### src/rtl/ibex_pmp_csr_regs_if.sv
// CSR request/response bundle between the core CSR file (master) and the PMP register bank (slave).
interface ibex_pmp_csr_regs_if;
    logic        csr_req_i;
    logic        csr_we_i;
    logic [11:0] csr_addr_i;
    logic [31:0] csr_wdata_i;
    logic        csr_rvalid_o;
    logic [31:0] csr_rdata_o;
    logic        csr_illegal_o;
    logic        csr_wr_ignored_o;

    modport master (
        output csr_req_i, csr_we_i, csr_addr_i, csr_wdata_i,
        input  csr_rvalid_o, csr_rdata_o, csr_illegal_o, csr_wr_ignored_o
    );

    modport slave (
        input  csr_req_i, csr_we_i, csr_addr_i, csr_wdata_i,
        output csr_rvalid_o, csr_rdata_o, csr_illegal_o, csr_wr_ignored_o
    );
endinterface

### src/rtl/ibex_pmp_csr_regs.sv
// PMP CSR bank: pmpcfg0-3, pmpaddr0-15, mseccfg(h) with WARL/lock rules and registered read port.
// Optional rule-locking bypass (mseccfg.RLB) is enabled by defining IBEX_PMP_RLB_EN.
module ibex_pmp_csr_regs #(
    parameter int unsigned PMPGranularity = 0,
    parameter int unsigned PMPNumRegions  = 4
) (
    input  logic                          clk_i,
    input  logic                          rst_i,
    ibex_pmp_csr_regs_if.slave            csr,
    output logic [PMPNumRegions*6-1:0]    csr_pmp_cfg_o,
    output logic [PMPNumRegions*34-1:0]   csr_pmp_addr_o,
    output logic [2:0]                    csr_pmp_mseccfg_o
);

    localparam int N = int'(PMPNumRegions);
    localparam int G = int'(PMPGranularity);

    localparam logic [1:0] A_OFF   = 2'b00;
    localparam logic [1:0] A_TOR   = 2'b01;
    localparam logic [1:0] A_NA4   = 2'b10;
    localparam logic [1:0] A_NAPOT = 2'b11;

    function automatic logic [31:0] low_mask(input int n);
        logic [31:0] m;
        for (int i = 0; i < 32; i++) m[i] = (i < n);
        return m;
    endfunction

    localparam logic [31:0] NapotOnes = low_mask(G - 1);
    localparam logic [31:0] OffZeros  = low_mask(G);

    function automatic logic [7:0] cfg_to_byte(input logic [5:0] c);
        return {c[5], 2'b00, c[4:0]};
    endfunction

    // NA4 cannot be expressed once the granule exceeds 4 bytes, so it legalises to OFF.
    function automatic logic [5:0] byte_to_cfg(input logic [7:0] b);
        logic [1:0] a;
        a = b[4:3];
        if (a == A_NA4 && G > 0) a = A_OFF;
        return {b[7], a, b[2:0]};
    endfunction

    function automatic logic [31:0] addr_view(input logic [31:0] a, input logic [1:0] mode);
        logic [31:0] v;
        v = a;
        if (mode == A_NAPOT)  v = v | NapotOnes;
        else if (!mode[1])    v = v & ~OffZeros;
        return v;
    endfunction

    logic [5:0]  cfg_q  [N];
    logic [5:0]  cfg_d  [N];
    logic [31:0] addr_q [N];
    logic [31:0] addr_d [N];
    logic        mml_q, mmwp_q, rlb_q;
    logic        mml_d, mmwp_d, rlb_d;

    logic        rvalid_p1;
    logic [31:0] rdata_p1;
    logic        illegal_p1;
    logic        ignored_p1;

    logic        is_cfg, is_addr, is_msec, is_msech, legal;
    logic        wr, rd;
    logic        bypass;
    logic        ignore;
    logic [7:0]  wbyte;
    logic [31:0] rdata_d;
    logic [N-1:0] lock_vec;
    logic [N:0]   tor_lock;

    assign is_cfg   = (csr.csr_addr_i[11:2] == 10'h0E8);
    assign is_addr  = (csr.csr_addr_i[11:4] == 8'h3B);
    assign is_msec  = (csr.csr_addr_i == 12'h747);
    assign is_msech = (csr.csr_addr_i == 12'h757);
    assign legal    = is_cfg | is_addr | is_msec | is_msech;
    assign wr       = csr.csr_req_i & csr.csr_we_i;
    assign rd       = csr.csr_req_i & ~csr.csr_we_i;

`ifdef IBEX_PMP_RLB_EN
    assign bypass = rlb_q;
`else
    assign bypass = 1'b0;
`endif

    // tor_lock has a spare top bit so entry N-1 can look at "entry N" safely.
    always_comb begin
        lock_vec = '0;
        tor_lock = '0;
        for (int e = 0; e < N; e++) begin
            lock_vec[e] = cfg_q[e][5];
            tor_lock[e] = cfg_q[e][5] && (cfg_q[e][4:3] == A_TOR);
        end
    end

    always_comb begin
        cfg_d  = cfg_q;
        addr_d = addr_q;
        mml_d  = mml_q;
        mmwp_d = mmwp_q;
        rlb_d  = rlb_q;
        ignore = 1'b0;
        wbyte  = '0;
        if (wr) begin
            if (is_cfg) begin
                for (int e = 0; e < N; e++) begin
                    if ((e / 4) == int'(csr.csr_addr_i[1:0])) begin
                        wbyte = csr.csr_wdata_i[8*(e%4) +: 8];
                        if ((cfg_q[e][5] && !bypass) || (wbyte[1] && !wbyte[0] && !mml_q))
                            ignore = 1'b1;
                        else
                            cfg_d[e] = byte_to_cfg(wbyte);
                    end
                end
            end
            if (is_addr) begin
                for (int e = 0; e < N; e++) begin
                    if (int'(csr.csr_addr_i[3:0]) == e) begin
                        if (!bypass && (lock_vec[e] || tor_lock[e+1]))
                            ignore = 1'b1;
                        else
                            addr_d[e] = csr.csr_wdata_i;
                    end
                end
            end
            if (is_msec) begin
                mml_d  = mml_q  | csr.csr_wdata_i[0];
                mmwp_d = mmwp_q | csr.csr_wdata_i[1];
`ifdef IBEX_PMP_RLB_EN
                if (csr.csr_wdata_i[2]) begin
                    if (!rlb_q && (|lock_vec)) ignore = 1'b1;
                    else                       rlb_d  = 1'b1;
                end else begin
                    rlb_d = 1'b0;
                end
`else
                if (csr.csr_wdata_i[2]) ignore = 1'b1;
`endif
            end
        end
    end

    always_comb begin
        rdata_d = '0;
        if (is_cfg) begin
            for (int e = 0; e < N; e++) begin
                if ((e / 4) == int'(csr.csr_addr_i[1:0]))
                    rdata_d[8*(e%4) +: 8] = cfg_to_byte(cfg_q[e]);
            end
        end
        if (is_addr) begin
            for (int e = 0; e < N; e++) begin
                if (int'(csr.csr_addr_i[3:0]) == e)
                    rdata_d = addr_view(addr_q[e], cfg_q[e][4:3]);
            end
        end
        if (is_msec) rdata_d = {29'd0, rlb_q, mmwp_q, mml_q};
    end

    // p0 -> p1: state update and registered response
    always_ff @(posedge clk_i or posedge rst_i) begin
        if (rst_i) begin
            for (int e = 0; e < N; e++) begin
                cfg_q[e]  <= '0;
                addr_q[e] <= '0;
            end
            mml_q      <= 1'b0;
            mmwp_q     <= 1'b0;
            rlb_q      <= 1'b0;
            rvalid_p1  <= 1'b0;
            rdata_p1   <= '0;
            illegal_p1 <= 1'b0;
            ignored_p1 <= 1'b0;
        end else begin
            cfg_q      <= cfg_d;
            addr_q     <= addr_d;
            mml_q      <= mml_d;
            mmwp_q     <= mmwp_d;
            rlb_q      <= rlb_d;
            rvalid_p1  <= rd;
            rdata_p1   <= rd ? rdata_d : '0;
            illegal_p1 <= csr.csr_req_i & ~legal;
            ignored_p1 <= wr & ignore;
        end
    end

    assign csr.csr_rvalid_o     = rvalid_p1;
    assign csr.csr_rdata_o      = rdata_p1;
    assign csr.csr_illegal_o    = illegal_p1;
    assign csr.csr_wr_ignored_o = ignored_p1;

    always_comb begin
        csr_pmp_cfg_o  = '0;
        csr_pmp_addr_o = '0;
        for (int e = 0; e < N; e++) begin
            csr_pmp_cfg_o[(N-1-e)*6 +: 6]   = cfg_q[e];
            csr_pmp_addr_o[(N-1-e)*34 +: 34] = {addr_q[e], 2'b00};
        end
    end

    assign csr_pmp_mseccfg_o = {rlb_q, mmwp_q, mml_q};

endmodule

### src/flat_wrapper.sv
// flat-port wrapper written by rule: the top's interface ports become plain ports
module ibex_pmp_csr_regs_flat 
#(
    parameter int unsigned PMPGranularity = 0,
    parameter int unsigned PMPNumRegions  = 4
)
  (clk_i, rst_i, csr_pmp_cfg_o, csr_pmp_addr_o, csr_pmp_mseccfg_o, csr_csr_req_i, csr_csr_we_i, csr_csr_addr_i, csr_csr_wdata_i, csr_csr_rvalid_o, csr_csr_rdata_o, csr_csr_illegal_o, csr_csr_wr_ignored_o);
  ibex_pmp_csr_regs_if csr_i ();
  input  logic clk_i;
  input  logic rst_i;
  output logic [PMPNumRegions*6-1:0] csr_pmp_cfg_o;
  output logic [PMPNumRegions*34-1:0] csr_pmp_addr_o;
  output logic [2:0] csr_pmp_mseccfg_o;
  input wire logic [$bits(csr_i.csr_req_i)-1:0] csr_csr_req_i;
  input wire logic [$bits(csr_i.csr_we_i)-1:0] csr_csr_we_i;
  input wire logic [$bits(csr_i.csr_addr_i)-1:0] csr_csr_addr_i;
  input wire logic [$bits(csr_i.csr_wdata_i)-1:0] csr_csr_wdata_i;
  output wire logic [$bits(csr_i.csr_rvalid_o)-1:0] csr_csr_rvalid_o;
  output wire logic [$bits(csr_i.csr_rdata_o)-1:0] csr_csr_rdata_o;
  output wire logic [$bits(csr_i.csr_illegal_o)-1:0] csr_csr_illegal_o;
  output wire logic [$bits(csr_i.csr_wr_ignored_o)-1:0] csr_csr_wr_ignored_o;
  assign csr_i.csr_req_i = csr_csr_req_i;
  assign csr_i.csr_we_i = csr_csr_we_i;
  assign csr_i.csr_addr_i = csr_csr_addr_i;
  assign csr_i.csr_wdata_i = csr_csr_wdata_i;
  assign csr_csr_rvalid_o = csr_i.csr_rvalid_o;
  assign csr_csr_rdata_o = csr_i.csr_rdata_o;
  assign csr_csr_illegal_o = csr_i.csr_illegal_o;
  assign csr_csr_wr_ignored_o = csr_i.csr_wr_ignored_o;
  ibex_pmp_csr_regs #(.PMPGranularity(PMPGranularity), .PMPNumRegions(PMPNumRegions)) u_core (.clk_i(clk_i), .rst_i(rst_i), .csr(csr_i), .csr_pmp_cfg_o(csr_pmp_cfg_o), .csr_pmp_addr_o(csr_pmp_addr_o), .csr_pmp_mseccfg_o(csr_pmp_mseccfg_o));
endmodule
### config.mk
export PLATFORM = sky130hd
export DESIGN_NAME = ibex_pmp_csr_regs_flat
export DESIGN_NICKNAME = d
export VERILOG_FILES = /design/src/rtl/ibex_pmp_csr_regs_if.sv /design/src/rtl/ibex_pmp_csr_regs.sv /design/src/flat_wrapper.sv
export SDC_FILE = /design/constraint.sdc
export NUM_CORES = 1
export LEC_CHECK = 0
export CORE_ASPECT_RATIO = 1.2
export CORE_MARGIN = 3
export CORE_UTILIZATION = 45
export CTS_CLUSTER_DIAMETER = 40
export DETAILED_ROUTE_END_ITERATION = 8
export PLACE_DENSITY = 0.77
export SYNTH_ARGS = -nofsm -noshare
export SYNTH_HDL_FRONTEND = slang
export SYNTH_SLANG_ARGS = --single-unit
export TNS_END_PERCENT = 10
### constraint.sdc
create_clock -name clk_i -period 15.2 [get_ports clk_i]
set_input_delay 3.8 -clock clk_i [delete_from_list [all_inputs] [get_ports clk_i]]
set_output_delay 3.8 -clock clk_i [all_outputs]
set_load 0.05 [all_outputs]
==> impl_metrics.py <==
metrics = {
    "run_status": {
        "status": "finished, final reports clean",
    },
    "logic_synthesis": {
        "ys.flop_type": "dfrtp_1",
        "ys_types": 47,
        "synth-seq-cells": 189,
        "yosysWarnings": 0,
        "syn_avg_cell_area_um2": 15.3,
        "async_flop_share_pct": 100,
        "synthCells": 541,
        "synth_edf_count": 0,
        "synth_top_area_share_pct": 57.2,
        "yosysTopAreaCell": "dfrtp_1",
        "syn_area_um2": 8270,
        "synthTopCellsByArea": "dfrtp_1, mux2_2, mux4_2",
        "synth.yosys.seq_area_share_pct": 57.2,
    },
    "worst_setup_path": {
        "r2r_slack_ns": 12.61,
        "arrival_ns": 6.74,
        "rr_endpoint": "u_core.csr_pmp_addr_o[104]",
        "path_cells": "buf_2, buf_4, nand2_1, or4_1, nor4_2, nand2b_1, nor2_1",
        "end_kind": "flip-flop",
        "reg2reg_depth": 4,
        "cp_max_fo": 47,
        "critPathRequiredTime_ns": 15.46,
        "slowest_delay_ns": 0.94,
        "regToRegStartpoint": "u_core.csr_pmp_cfg_o[17]",
        "cp-start-kind": "input port",
        "crit_path_top_delay_cell": "nand2b_1",
        "crit_type": "in -> reg",
    },
    "global_routing": {
        "grt_max_degree": 110,
        "overflow": 0,
        "grt_pass1_vias": 6291,
        "grt_pass1_wl_um": 36800,
        "track_usage_pct": 24.3,
        "antenna_found_initial": 1,
    },
    "power_and_ir_drop": {
        "p_int_uw": 789,
        "power_frac_clock_pct": 45.5,
        "seq_power_share_pct": 48.8,
        "p_leak_uw": 0.00521,
        "power_uw": 1030,
        "powerDensity_nw_per_um2": 90.5,
        "p_sw_uw": 245,
        "comb_power_share_pct": 5.6,
        "worst_ir_drop_vdd_v": 0.0000724,
        "switching_share_pct": 23.7,
    },
    "sta": {
        "min_period_ns": 6.47,
        "period_share_pct": 42.6,
        "hold_viol": 0,
        "setup_tns_ns": 0,
        "fin_skew_ns": 0.0121,
        "maxSlewViolCount": 0,
        "tightestPinTransition_ns": 1.15,
        "rsz0062_at_grt": "false",
        "setup-violations-final": 0,
        "fmax_mhz": 154,
        "whs_ns": 0.534,
        "relSlewSlack_pct": 23.6,
    },
    "final_layout": {
        "stdcell_count": 1006,
        "multi_input_area_um2": 3340,
        "layout_commonest_cell": "clkdlybuf4s50_1",
        "seq_area_um2": 4730,
        "area_growth_pct": 38.1,
        "layout.nets": 820,
        "layout_common_cells": "clkdlybuf4s50_1, dfrtp_1, mux2_2, mux2_4",
        "nFillCells": 1296,
        "drive_gt1_share_pct": 28.9,
        "final_core_util_pct": 64.2,
    },
    "floorplan": {
        "die_area_um2": 20000,
        "row_count": 53,
        "die_width_um": 130,
        "core_area_um2": 17800,
        "fp.dieH_um": 154,
        "initial_core_util_pct": 46.5,
        "io_pins": 246,
    },
    "placement": {
        "io_buffers": 236,
        "finalWeightedCongestion": 0.798,
        "placed_cells": 973,
        "dp_hpwl_um": 16000,
    },
    "cts": {
        "clk_path_buf_depth": 2,
        "clkTransAtPathRegs_ns": 0.07,
        "holdBufCountCts": 0,
        "cts_sinks": 189,
        "clock_latency_ns": 0.43,
        "postCtsSetupBuffers": 0,
        "numCtsBuffers": 17,
        "root_buffer": "clkbuf_16",
        "cts_tree": "yes",
        "h-tree-depth": 4,
        "cts.repair.resized": 0,
    },
    "worst_hold_path": {
        "hold_depth": 1,
        "whs_endpoint": "u_core.csr_pmp_addr_o[127]",
        "hold_class": "reg -> reg",
        "hold_path.startpoint": "u_core.csr_pmp_addr_o[127]",
    },
    "routing": {
        "viasPerCell": 5.73,
        "drt-total-wl_um": 23800,
        "first_pass_iters": 7,
        "vias": 5762,
        "drtIter0Drc": 299,
        "route.detailed.drc": 0,
        "post_drt_wl_per_cell_um": 23.7,
        "ant_nets": 0,
    },
    "job": {
        "max_cap_violations": 0,
    },
}
-- sequential cells by signal, indices dropped and copies added (netlist names) --
register                     cells
u_core.csr.csr_illegal_o         1
u_core.csr.csr_rdata_o          32
u_core.csr.csr_rvalid_o          1
u_core.csr.csr_wr_ignored_o      1
u_core.csr_pmp_addr_o          128
u_core.csr_pmp_cfg_o            24
u_core.mml_q                     1
u_core.mmwp_q                    1
-- worst max-delay path, delay by kind of cell --
kind / cells / cell delay (ns)
buffers and inverters: 2 / 0.70
and+or+nand+nor: 5 / 2.18
-- routing by layer --
layer / routed length, um / vias to the layer above / track usage, %
met2: 12300 / 252 / 41.9
met3: 1850 / 29 / 7.60
met1: 9370 / 3026 / 29.8
met4: 323 / 0 / 5.94
li1: - / 2455 / -
met5: 0 / - / 0
-- how the worst max path moves through the flow --
stage	startpoint	to	slack (ns)	cells after the start
floorplan	rst_i	u_core.csr.csr_illegal_o	6.26	1
global placement	csr_csr_addr_i[0]	u_core.csr.csr_rdata_o[26]	8.39	7
detailed placement	csr_csr_addr_i[0]	u_core.csr.csr_rdata_o[24]	8.27	7
CTS	csr_csr_addr_i[0]	u_core.csr.csr_rdata_o[4]	8.76	7
global route	csr_csr_addr_i[0]	u_core.csr.csr_rdata_o[24]	8.51	7
finish	csr_csr_addr_i[0]	u_core.csr.csr_rdata_o[4]	8.73	7
-- synthesized netlist by cell type (5+ instances only) --
cell type and n:
mux2_2 111, buf_4 15, dfrtp_1 189, mux4_2 28
inv_1 5, nor2b_1 10, mux2_1 7, buf_2 12
nor2_1 28, mux2_4 30, nand2_1 9, a22oi_1 22
clkbuf_1 7
-- layout make-up --
type,instances,area share [%]
flip-flops and latches,189,41.4
multi-input cells,314,29.2
repair buffers,245,21.2
clock buffers,17,3.73
well taps,220,2.41
clock inverters,15,1.74
inverters,5,0.230
diodes,1,0.0219
-- logic make-up after synthesis --
kind of cell	synth area share, %
DFF	57.2
muxes	29.6
and+or+nand+nor	5.39
AOI/OAI and AO/OA	4.50
buffers and inverters	3.22
other	0.0454
-- power by group through the flow --
stage / registers (uW) / logic [uW] / clock network [uW]
2_1_floorplan: 519 / 27.9 / 0
3_3_place_gp: 514 / 57.4 / 0
3_5_place_dp: 515 / 58.6 / 0
4_1_cts: 505 / 58.9 / 478
5_1_grt: 505 / 62.7 / 496
6_report: 505 / 58.2 / 470
-- through the flow --
| step | setup slack, ns | area, um^2 |
|---|---|---|
| 5_1_grt | 8.51 | 11400 |
| 2_1_floorplan | 6.26 | 8300 |
| 3_3_place_gp | 8.39 | 10800 |
| 3_5_place_dp | 8.27 | 10800 |
| 6_report | 8.73 | 11400 |
| 4_1_cts | 8.76 | 11400 |
No activity file was read; power rests on OpenSTA's default activity.
